$ cat src/rtl/memory_pkg.sv
// Shared encodings for the memory game turn controller and its board cells.
package memory_pkg;

  localparam logic [3:0] CELL_HIDDEN   = 4'b0000;
  localparam logic [3:0] CELL_CURSOR   = 4'b1111;
  localparam logic [3:0] CELL_MATCH_P0 = 4'b1001;
  localparam logic [3:0] CELL_MATCH_P1 = 4'b1010;

  localparam logic [1:0] WIN_NONE = 2'b00;
  localparam logic [1:0] WIN_P0   = 2'b01;
  localparam logic [1:0] WIN_P1   = 2'b10;
  localparam logic [1:0] WIN_TIE  = 2'b11;

  typedef enum logic [2:0] {
    ST_PICK1,
    ST_PICK2,
    ST_COMPARE,
    ST_SHOW,
    ST_RESOLVE,
    ST_OVER
  } turn_state_e;

  // Final result from the two pair counts.
  function automatic logic [1:0] winner_of(input logic [3:0] s0, input logic [3:0] s1);
    logic [1:0] w;
    if (s0 > s1)      w = WIN_P0;
    else if (s1 > s0) w = WIN_P1;
    else              w = WIN_TIE;
    return w;
  endfunction

endpackage

$ cat src/rtl/sec_timer.sv
// Loadable 4-bit seconds down-counter; zero_c flags the tick that reaches zero.
module sec_timer #(
  parameter logic [3:0] RESET_VAL = 4'd0
) (
  input  logic       clk,
  input  logic       rst,
  input  logic       load,
  input  logic [3:0] load_val,
  input  logic       en,
  output logic [3:0] count,
  output logic       zero_c
);

  assign zero_c = en && (count == 4'd1);

  always_ff @(posedge clk or negedge rst) begin
    if (!rst)                     count <= RESET_VAL;
    else if (load)                count <= load_val;
    else if (en && count != 4'd0) count <= count - 4'd1;
  end

endmodule

$ cat src/rtl/memory_turn_ctrl.sv
// Turn controller for the two-player pairs game: cursor, picks, compare,
// match/hide commands, scoring, per-turn countdown and game-over detection.
module memory_turn_ctrl
  import memory_pkg::*;
#(
  parameter int unsigned NCELLS    = 16,
  parameter int unsigned TURN_SECS = 15,
  parameter int unsigned SHOW_SECS = 2
) (
  input  logic                  clk,
  input  logic                  rst,
  input  logic                  btn_next,
  input  logic                  btn_sel,
  input  logic                  sec_tick,
  input  logic [4*NCELLS-1:0]   cell_label,
  input  logic [4*NCELLS-1:0]   cell_state,
  output logic [NCELLS-1:0]     cursor_oh,
  output logic [NCELLS-1:0]     sel_oh,
  output logic [NCELLS-1:0]     match_oh,
  output logic [NCELLS-1:0]     hide_oh,
  output logic                  player,
  output logic [3:0]            score0,
  output logic [3:0]            score1,
  output logic [3:0]            secs_left,
  output logic                  game_over,
  output logic [1:0]            winner
);

  localparam int unsigned       IDXW     = $clog2(NCELLS);
  localparam logic [IDXW-1:0]   LAST_IDX = IDXW'(NCELLS - 1);
  localparam logic [3:0]        HALF     = 4'(NCELLS / 2);
  localparam logic [3:0]        TURN_VAL = 4'(TURN_SECS);
  localparam logic [3:0]        SHOW_VAL = 4'(SHOW_SECS);
  localparam logic [NCELLS-1:0] ONE      = {{(NCELLS-1){1'b0}}, 1'b1};

  turn_state_e     state;
  logic [IDXW-1:0] idx, idx1, idx2, next_idx_c;
  logic [3:0]      pairs_found;
  logic [3:0]      cur_cell_c;
  logic            in_pick_c, pick_ok_c, labels_eq_c;
  logic            turn_load_c, turn_en_c, turn_expire_c;
  logic            show_load_c, show_en_c, show_expire_c;
  logic [3:0]      show_left_unused;

  function automatic logic [NCELLS-1:0] onehot(input logic [IDXW-1:0] i);
    return ONE << i;
  endfunction

  // A pick is legal on a face-down card, and never twice on the same card.
  assign cur_cell_c  = cell_state[{idx, 2'b00} +: 4];
  assign in_pick_c   = (state == ST_PICK1) || (state == ST_PICK2);
  assign pick_ok_c   = btn_sel && in_pick_c &&
                       (cur_cell_c == CELL_HIDDEN || cur_cell_c == CELL_CURSOR) &&
                       (state == ST_PICK1 || idx != idx1);
  assign labels_eq_c = cell_label[{idx1, 2'b00} +: 4] == cell_label[{idx2, 2'b00} +: 4];
  assign next_idx_c  = (idx == LAST_IDX) ? '0 : idx + IDXW'(1);

  // Turn clock only runs while a player is picking; a winning select freezes it.
  assign turn_en_c   = sec_tick && in_pick_c && !pick_ok_c;
  assign turn_load_c = (state == ST_RESOLVE) && (pairs_found != HALF);
  assign show_load_c = (state == ST_COMPARE) && !labels_eq_c;
  assign show_en_c   = sec_tick && (state == ST_SHOW);

  sec_timer #(.RESET_VAL(TURN_VAL)) u_turn_timer (
    .clk      (clk),
    .rst      (rst),
    .load     (turn_load_c),
    .load_val (TURN_VAL),
    .en       (turn_en_c),
    .count    (secs_left),
    .zero_c   (turn_expire_c)
  );

  sec_timer #(.RESET_VAL(4'd0)) u_show_timer (
    .clk      (clk),
    .rst      (rst),
    .load     (show_load_c),
    .load_val (SHOW_VAL),
    .en       (show_en_c),
    .count    (show_left_unused),
    .zero_c   (show_expire_c)
  );

  always_ff @(posedge clk or negedge rst) begin
    if (!rst) begin
      state       <= ST_PICK1;
      idx         <= '0;
      idx1        <= '0;
      idx2        <= '0;
      pairs_found <= '0;
      cursor_oh   <= ONE;
      sel_oh      <= '0;
      match_oh    <= '0;
      hide_oh     <= '0;
      player      <= 1'b0;
      score0      <= '0;
      score1      <= '0;
      game_over   <= 1'b0;
      winner      <= WIN_NONE;
    end else begin
      sel_oh   <= '0;
      match_oh <= '0;
      hide_oh  <= '0;

      if (in_pick_c && btn_next && !btn_sel) begin
        idx       <= next_idx_c;
        cursor_oh <= onehot(next_idx_c);
      end

      case (state)
        ST_PICK1, ST_PICK2: begin
          if (pick_ok_c) begin
            sel_oh <= onehot(idx);
            if (state == ST_PICK1) begin
              idx1  <= idx;
              state <= ST_PICK2;
            end else begin
              idx2  <= idx;
              state <= ST_COMPARE;
            end
          end else if (turn_expire_c) begin
            if (state == ST_PICK2) hide_oh <= onehot(idx1);
            player <= ~player;
            state  <= ST_RESOLVE;
          end
        end
        ST_COMPARE: begin
          if (labels_eq_c) begin
            match_oh <= onehot(idx1) | onehot(idx2);
            if (player) score1 <= score1 + 4'd1;
            else        score0 <= score0 + 4'd1;
            pairs_found <= pairs_found + 4'd1;
            state       <= ST_RESOLVE;
          end else begin
            state <= ST_SHOW;
          end
        end
        ST_SHOW: begin
          if (show_expire_c) begin
            hide_oh <= onehot(idx1) | onehot(idx2);
            player  <= ~player;
            state   <= ST_RESOLVE;
          end
        end
        ST_RESOLVE: begin
          if (pairs_found == HALF) begin
            state     <= ST_OVER;
            game_over <= 1'b1;
            winner    <= winner_of(score0, score1);
          end else begin
            state <= ST_PICK1;
          end
        end
        ST_OVER: state <= ST_OVER;
        default: state <= ST_PICK1;
      endcase
    end
  end

endmodule

$ cat config.mk
export PLATFORM = sky130hd
export DESIGN_NAME = memory_turn_ctrl
export DESIGN_NICKNAME = d
export VERILOG_FILES = /design/src/rtl/memory_pkg.sv /design/src/rtl/sec_timer.sv /design/src/rtl/memory_turn_ctrl.sv
export SDC_FILE = /design/constraint.sdc
export NUM_CORES = 1
export LEC_CHECK = 0
export CAP_MARGIN = 20
export CORE_MARGIN = 1.5
export CORE_UTILIZATION = 40
export DETAILED_ROUTE_END_ITERATION = 10
export PLACE_DENSITY = 0.74
export SLEW_MARGIN = 20
export SYNTH_ARGS = -nofsm -noshare
export SYNTH_HDL_FRONTEND = slang
export SYNTH_HIERARCHICAL = 1
export SYNTH_SLANG_ARGS = --single-unit
$ cat constraint.sdc
create_clock -name clk -period 3.4 [get_ports clk]
set_input_delay 0.34 -clock clk [delete_from_list [all_inputs] [get_ports clk]]
set_output_delay 0.34 -clock clk [all_outputs]
set_load 0.03 [all_outputs]
After elaboration in Yosys (flattened, before gate mapping)
Index checks and enable logic that the tools add are counted.
{"block": "classes", "addsub": 6, "n_lt_le_gt_ge": 2, "n_eq_ne": 17, "n_shift": 7, "muxes": 27, "n_bitwise": 3, "reduce_logical": 36}
{"op": "$shiftx 64x7->4", "count": 3}
{"op": "$mux 16", "count": 8}
{"op": "$shl 1x4->16 const A", "count": 4}
{"op": "$pmux 16 s2", "count": 1}
{"op": "$mux 4", "count": 5}
{"op": "$add 4x1->4 const B", "count": 4}
{"op": "$or 16x16->16", "count": 1}
{"op": "$mux 3", "count": 5}
{"op": "$pmux 3 s5", "count": 1}
{"op": "$logic_and 1x1->1", "count": 14}
{"op": "$eq 4x4->1 const B", "count": 3}
{"op": "$reduce_and 3->1", "count": 4}
{"op": "$eq 4x1->1 const B", "count": 2}
{"op": "$gt 4x4->1", "count": 2}
{"op": "$reduce_bool 4->1", "count": 2}
{"op": "$sub 4x1->4 const B", "count": 2}
{"op": "$eq 3x2->1 const B", "count": 2}
{"op": "$eq 3x3->1 const B", "count": 2}
{"op": "$ne 2x2->1 const B", "count": 3}
{"op": "$reduce_and 2->1", "count": 3}
{"op": "$reduce_bool 2->1", "count": 3}
{"op": "$eq 4x4->1", "count": 1}
{"op": "$logic_not 4->1", "count": 1}
{"op": "$mux 1", "count": 4}
{"op": "12 further kinds", "count": 18}
{"block": "totals", "out_inout_bits": 80, "in_bits": 133, "elab_cells": 114, "register_bits": 103}

Logic depth before layout (Yosys ltp)
{"block": "logic_depth", "depth_word": 11, "depth_mapped": 16, "depth_no_buf": 12}

By module
The synthesis kept the hierarchy.
{"module": "memory_turn_ctrl", "seq_area_each_um2": 2378.5, "cells_each": 466, "area_each_um2": 5634.2, "n_inst": 1}
{"module": "sec_timer (u_turn_timer)", "seq_area_each_um2": 105.1, "cells_each": 30, "area_each_um2": 271.5, "n_inst": 1}
{"module": "sec_timer (u_show_timer)", "seq_area_each_um2": 100.1, "cells_each": 30, "area_each_um2": 266.5, "n_inst": 1}

Worst setup path after synthesis
No wires, ideal clock.
{"block": "synth_path", "kind": "reg2reg", "startpoint": "reg idx[0]", "endpoint": "reg hide_oh[1]", "setup_ns": 0.078, "synth_period_minus_slack_ns": 3.738, "path_buffers": 3, "t_arrival_ns": 3.661, "required_time_ns": 3.322, "path_slack_ns": -0.338, "path_stages_with_launch": 16, "cell_sequence": "dfrtp_1 -> buf_2 -> buf_2 -> mux4_2 -> and4_1 -> nor4_1 -> nor3_1 -> and2_1 -> buf_4 -> nor2_1 -> nand2_1 -> nor3_1 -> nand2_1 -> a211o_1 -> or3_1 -> a21oi_1"}
{"block": "synth_via", "elab_chain_cells": 11, "word_cells_on_any_way": 14, "classes_between": "eq/ne: 2; shift: 1; mux: 3; reduce/logical: 8"}
{"element": "start, declared", "line_no": "memory_turn_ctrl.sv:37", "source": "logic [IDXW-1:0] idx, idx1, idx2, next_idx_c;"}
{"element": "start signal, assigned", "line_no": "memory_turn_ctrl.sv:106", "source": "idx <= next_idx_c;"}
{"element": "$shiftx 64x7->4", "line_no": "memory_turn_ctrl.sv:50", "source": "assign cur_cell_c = cell_state[{idx, 2'b00} +: 4];"}
{"element": "$eq 4x4->1 / $logic_not 4->1 (equally long branches)", "line_no": "memory_turn_ctrl.sv:53", "source": "(cur_cell_c == CELL_HIDDEN || cur_cell_c == CELL_CURSOR) &&"}
{"element": "$logic_or 1x1->1", "line_no": "memory_turn_ctrl.sv:53"}
{"element": "$logic_and 1x1->1", "line_no": "memory_turn_ctrl.sv:52", "source": "assign pick_ok_c = btn_sel && in_pick_c &&"}
{"element": "$logic_and 1x1->1 *", "line_no": "memory_turn_ctrl.sv:53"}
{"element": "$logic_not 1->1 *", "line_no": "memory_turn_ctrl.sv:59", "source": "assign turn_en_c = sec_tick && in_pick_c && !pick_ok_c;"}
{"element": "$logic_and 1x1->1 *", "line_no": "memory_turn_ctrl.sv:59"}
{"element": "net turn_en_c", "line_no": "memory_turn_ctrl.sv:41", "source": "logic turn_load_c, turn_en_c, turn_expire_c;"}
{"element": "$logic_and 1x1->1 *", "line_no": "sec_timer.sv:14", "source": "assign zero_c = en && (count == 4'd1);"}
{"element": "net turn_expire_c", "line_no": "memory_turn_ctrl.sv:41"}
{"element": "$mux 16 *", "line_no": "memory_turn_ctrl.sv:121", "source": "end else if (turn_expire_c) begin"}
{"element": "$mux 16 *", "line_no": "memory_turn_ctrl.sv:112", "source": "if (pick_ok_c) begin"}
{"element": "$pmux 16 s2 *", "line_no": "memory_turn_ctrl.sv:110", "source": "case (state)"}
{"element": "end signal, assigned", "line_no": "memory_turn_ctrl.sv:122", "source": "if (state == ST_PICK2) hide_oh <= onehot(idx1);"}
{"element": "end signal, assigned", "line_no": "memory_turn_ctrl.sv:140", "source": "hide_oh <= onehot(idx1) | onehot(idx2);"}
{"element": "end, declared", "line_no": "memory_turn_ctrl.sv:20", "source": "output logic [NCELLS-1:0] hide_oh,"}
Mark *: on every way through the listed nets, which the timed path passes. The rest lies on a longest branch.
A chain may end at the register's enable or synchronous reset.

Final worst setup path
Ends and elaborated chain as after synthesis.

==> qor.yml <==
run_status:
  outcome: "finished, final reports clean"
cts:
  clock-sinks: 103
  clk_root_buffer_cell: "clkbuf_16"
  clock_insertion_delay_worst_skew_ns: 0.34
  h-tree-depth: 3
  clkSlewWorstSetupHoldPaths_ns: 0.07
  cts-buffers-inserted: 9
  clk_path_buf_depth: 2
  tritoncts_clock_tree: "yes"
sta:
  tns_ns: 0
  timing.fmax_mhz: 307
  slew_viol_final: 0
  max_slew.worst_pin.slew_ns: 0.981
  report.final.setup_viol: 0
  timing.max_slew.rel_slack_pct: 34.4
  rsz_0062_raised_after_global_routing: "no"
  part_of_the_cycle_the_worst_path_needs_pct: 95.7
  timing.clock.skew_ns: 0.00833
  layout_min_cycle_time_ns: 3.25
  finalHoldViolCount: 0
worst_setup_path:
  cp_cell_sequence: "clkbuf_16, buf_4, mux4_2, nand4_1, nand2_1, o2111a_1, and2_4, nor2_4, nand2_1, nor3_2, nand2_1, a211o_4, or3_4, a21oi_2"
  critical_path_required_ns: 3.66
  cp_data_arrival_time_ns: 3.51
  cp_common_cell: "nand2_1"
  crit_type: "register to register"
  worst_r2r_endpoint: "hide_oh[1]$_DFF_PN0_"
  r2r.worst_path.cells: 14
  reg2reg_from: "idx[0]$_DFFE_PN0P_"
  cpMaxStageDelayCell: "mux4_2"
  critPathMaxFanout: 7
  reg2reg_setup_slack_ns: 0.15
  start_kind: "register"
  critical_path.max_stage_delay_ns: 0.49
  timing.critical_path.to_type: "register"
power_and_ir_drop:
  power.leakage_nw: 3.72
  total_power_mw: 6.48
  pwr_density_cell_nw_per_um2: 709
  worst_ir_drop_vdd_uv: 391
die:
  die-width_um: 127
  core_region_area_um2: 15100
  start_util_pct: 40.8
  die_height_um: 127
  floorplan.die_area_um2: 16200
  total_i_o_pin_count: 213
  placementRows: 45
drt:
  dr_total_vias: 5420
  postRouteAntennaNets: 0
  wl_per_cell_um: 18.6
  first_pass_iters: 5
  wirelength_mm: 17.6
  drt_first_iter_violations: 378
  drc_errors: 0
  viasPerCell: 5.73
placed_design:
  place.detailed.instances: 925
  buffer_ports.inserted: 212
  globalplace.congestion: 0.872
  place.detailed.hpwl_mm: 13.7
grt:
  number_of_global_route_vias_before_repair: 5542
  global_route_wire_length_before_repair_mm: 28.4
  grtUsageTotal_pct: 22.1
  grt.busiest_layer: "met2"
  grt_start_max_net_pins: 76
  gr-total-overflow: 0
  grt.met3_usage_pct: 3.94
  number_of_antenna_violations_at_the_first_check_in_global_routing: 0
  grt_use_met1_pct: 27.4
  grt_use_met2_pct: 39.5
min_path:
  hold_class: "primary input to async pin"
synth:
  synth_cell_type_count: 60
  post-synth-top-count-cell: "dfrtp_1"
  yosys.area.top_type: "dfrtp_1"
  synth.cells.most_frequent: "dfrtp_1 (98), mux4_2 (43), nor2_1 (31)"
  ys_async_sr_fraction_pct: 100
  syn-mean-instance-area_um2: 11.7
  synth_top_area_share_pct: 39.7
  ys_ff_latch: 103
  synth-warning-count: 6
  post_synth_main_area_contributors: "dfrtp_1 (40%), mux4_2 (16%), ha_1 (3.9%)"
  synthesis.area_um2: 6170
  synth_edf_count: 0
  synthFlopType: "dfrtp_1"
  synth-seq-area-share_pct: 41.9
  synthesis.instances: 526
cells_and_area:
  drive_gt1_share_pct: 17.8
  layout_cells_excl_fill: 946
  areaGrowthSynthToFinish_pct: 48.2
  design.final.nets: 905
  diodes: 0
run:
  cap_violations: 0
-- cells by family after synthesis --
| kind of cell | count (synthesis) | synth area share (%) |
|---|---|---|
| buf+inv | 54 | 3.91 |
| simple gates | 167 | 15.3 |
| flops | 103 | 41.9 |
| other cells | 2 | 0.122 |
| xor+xnor | 18 | 2.55 |
| compound gates | 103 | 12.4 |
| fa+ha+maj | 19 | 3.85 |
| mux | 60 | 20.0 |
-- worst max-delay path: cells and delay by family (launching register included) --
family                 cells  cell delay, ns
multiplexers               1            0.49
buffers and inverters      2            0.29
AND/OR/NAND/NOR            8            1.23
flip-flops                 1            0.42
AO/OA/AOI/OAI              3            0.75
-- placed cells by master, fill, tap and decap left out, drive strengths merged, types with 3 or more instances in the layout --
cell type      count
a21oi             16
a221oi             7
a22o              23
a22oi             12
a31oi              5
a32oi              3
and2              12
and3              13
and4               3
buf               31
bufinv             3
clkbuf            11
clkdlybuf4s50    211
conb               8
dfrtp             98
dfstp              5
ha                19
inv               22
mux2              11
mux4              48
nand2             28
nand2b            11
nand3             10
nand3b             4
nand4              3
nor2              31
nor2b             10
nor3              13
nor3b              6
nor4               7
nor4b              3
o21ai             12
o22ai              5
o32ai              8
or3                6
or4                3
xnor2             11
xor2               7
-- flip-flops by register name, indices dropped and copies added (netlist names), 3 cells and up --
| signal | flops |
|---|---|
| cursor_oh | 16 |
| hide_oh | 16 |
| idx | 4 |
| idx1 | 4 |
| idx2 | 4 |
| match_oh | 16 |
| pairs_found | 4 |
| score0 | 4 |
| score1 | 4 |
| sel_oh | 16 |
| state | 3 |
| u_show_timer/count | 4 |
| u_turn_timer/count | 4 |
-- where the power goes --
group	switching (mW)	internal [mW]	leakage (nW)	total, mW
logic	1.75	1.70	2.17	3.45
clock network	0.452	0.726	0.165	1.18
registers	0.389	1.46	1.39	1.85
total	2.59	3.89	3.72	6.48
-- what timing repair did --
item,4_1_cts,5_1_grt
cloned,0,1
gates resized for setup,3,19
setup endpoints to repair,6,18
hold buffers,0,0
setup buffers,0,4
pin swaps,0,7
-- per-layer routing --
metal	up-vias	wire length [um]
met3	27	933
met1	2690	7140
met4	0	324
met5	-	0
met2	230	9230
li1	2473	-
-- area by class of cell --
class	instances	area (um2)
Inverter	21	78.8
Tap cell	188	235
Sequential cell	103	2590
Fill cell	1203	6000
Timing Repair Buffer	243	2410
Clock buffer	10	229
Multi-Input combinational cell	375	3490
Clock inverter	6	118
-- worst max-delay path by stage --
stage | startpoint | to | slack (ns) | depth (start not counted)
2_1_floorplan | idx[0]$_DFFE_PN0P_ | hide_oh[1]$_DFF_PN0_ | 0.005 | 15
6_report | idx[0]$_DFFE_PN0P_ | hide_oh[1]$_DFF_PN0_ | 0.15 | 14
4_1_cts | idx[0]$_DFFE_PN0P_ | hide_oh[3]$_DFF_PN0_ | 0.01 | 13
3_5_place_dp | cell_state[17] | hide_oh[11]$_DFF_PN0_ | -0.16 | 13
5_1_grt | idx[0]$_DFFE_PN0P_ | hide_oh[1]$_DFF_PN0_ | 0.003 | 14
3_3_place_gp | cell_state[17] | hide_oh[6]$_DFF_PN0_ | -0.03 | 13
-- through the flow --
stage / worst slack, ns / util, % / instance area (um2) / hold WS [ns]
finish: 0.147 / 60.4 / 9150 / 0.132
global route: 0.00276 / 60.4 / 9150 / 0.210
detailed placement: -0.163 / 56.9 / 8610 / 0.471
CTS: 0.0126 / 59.3 / 8980 / 0.176
global placement: -0.0328 / 56.9 / 8610 / 0.463
floorplan: 0.00523 / - / 6220 / 0.0444
Power figures use the tool's default switching activity.
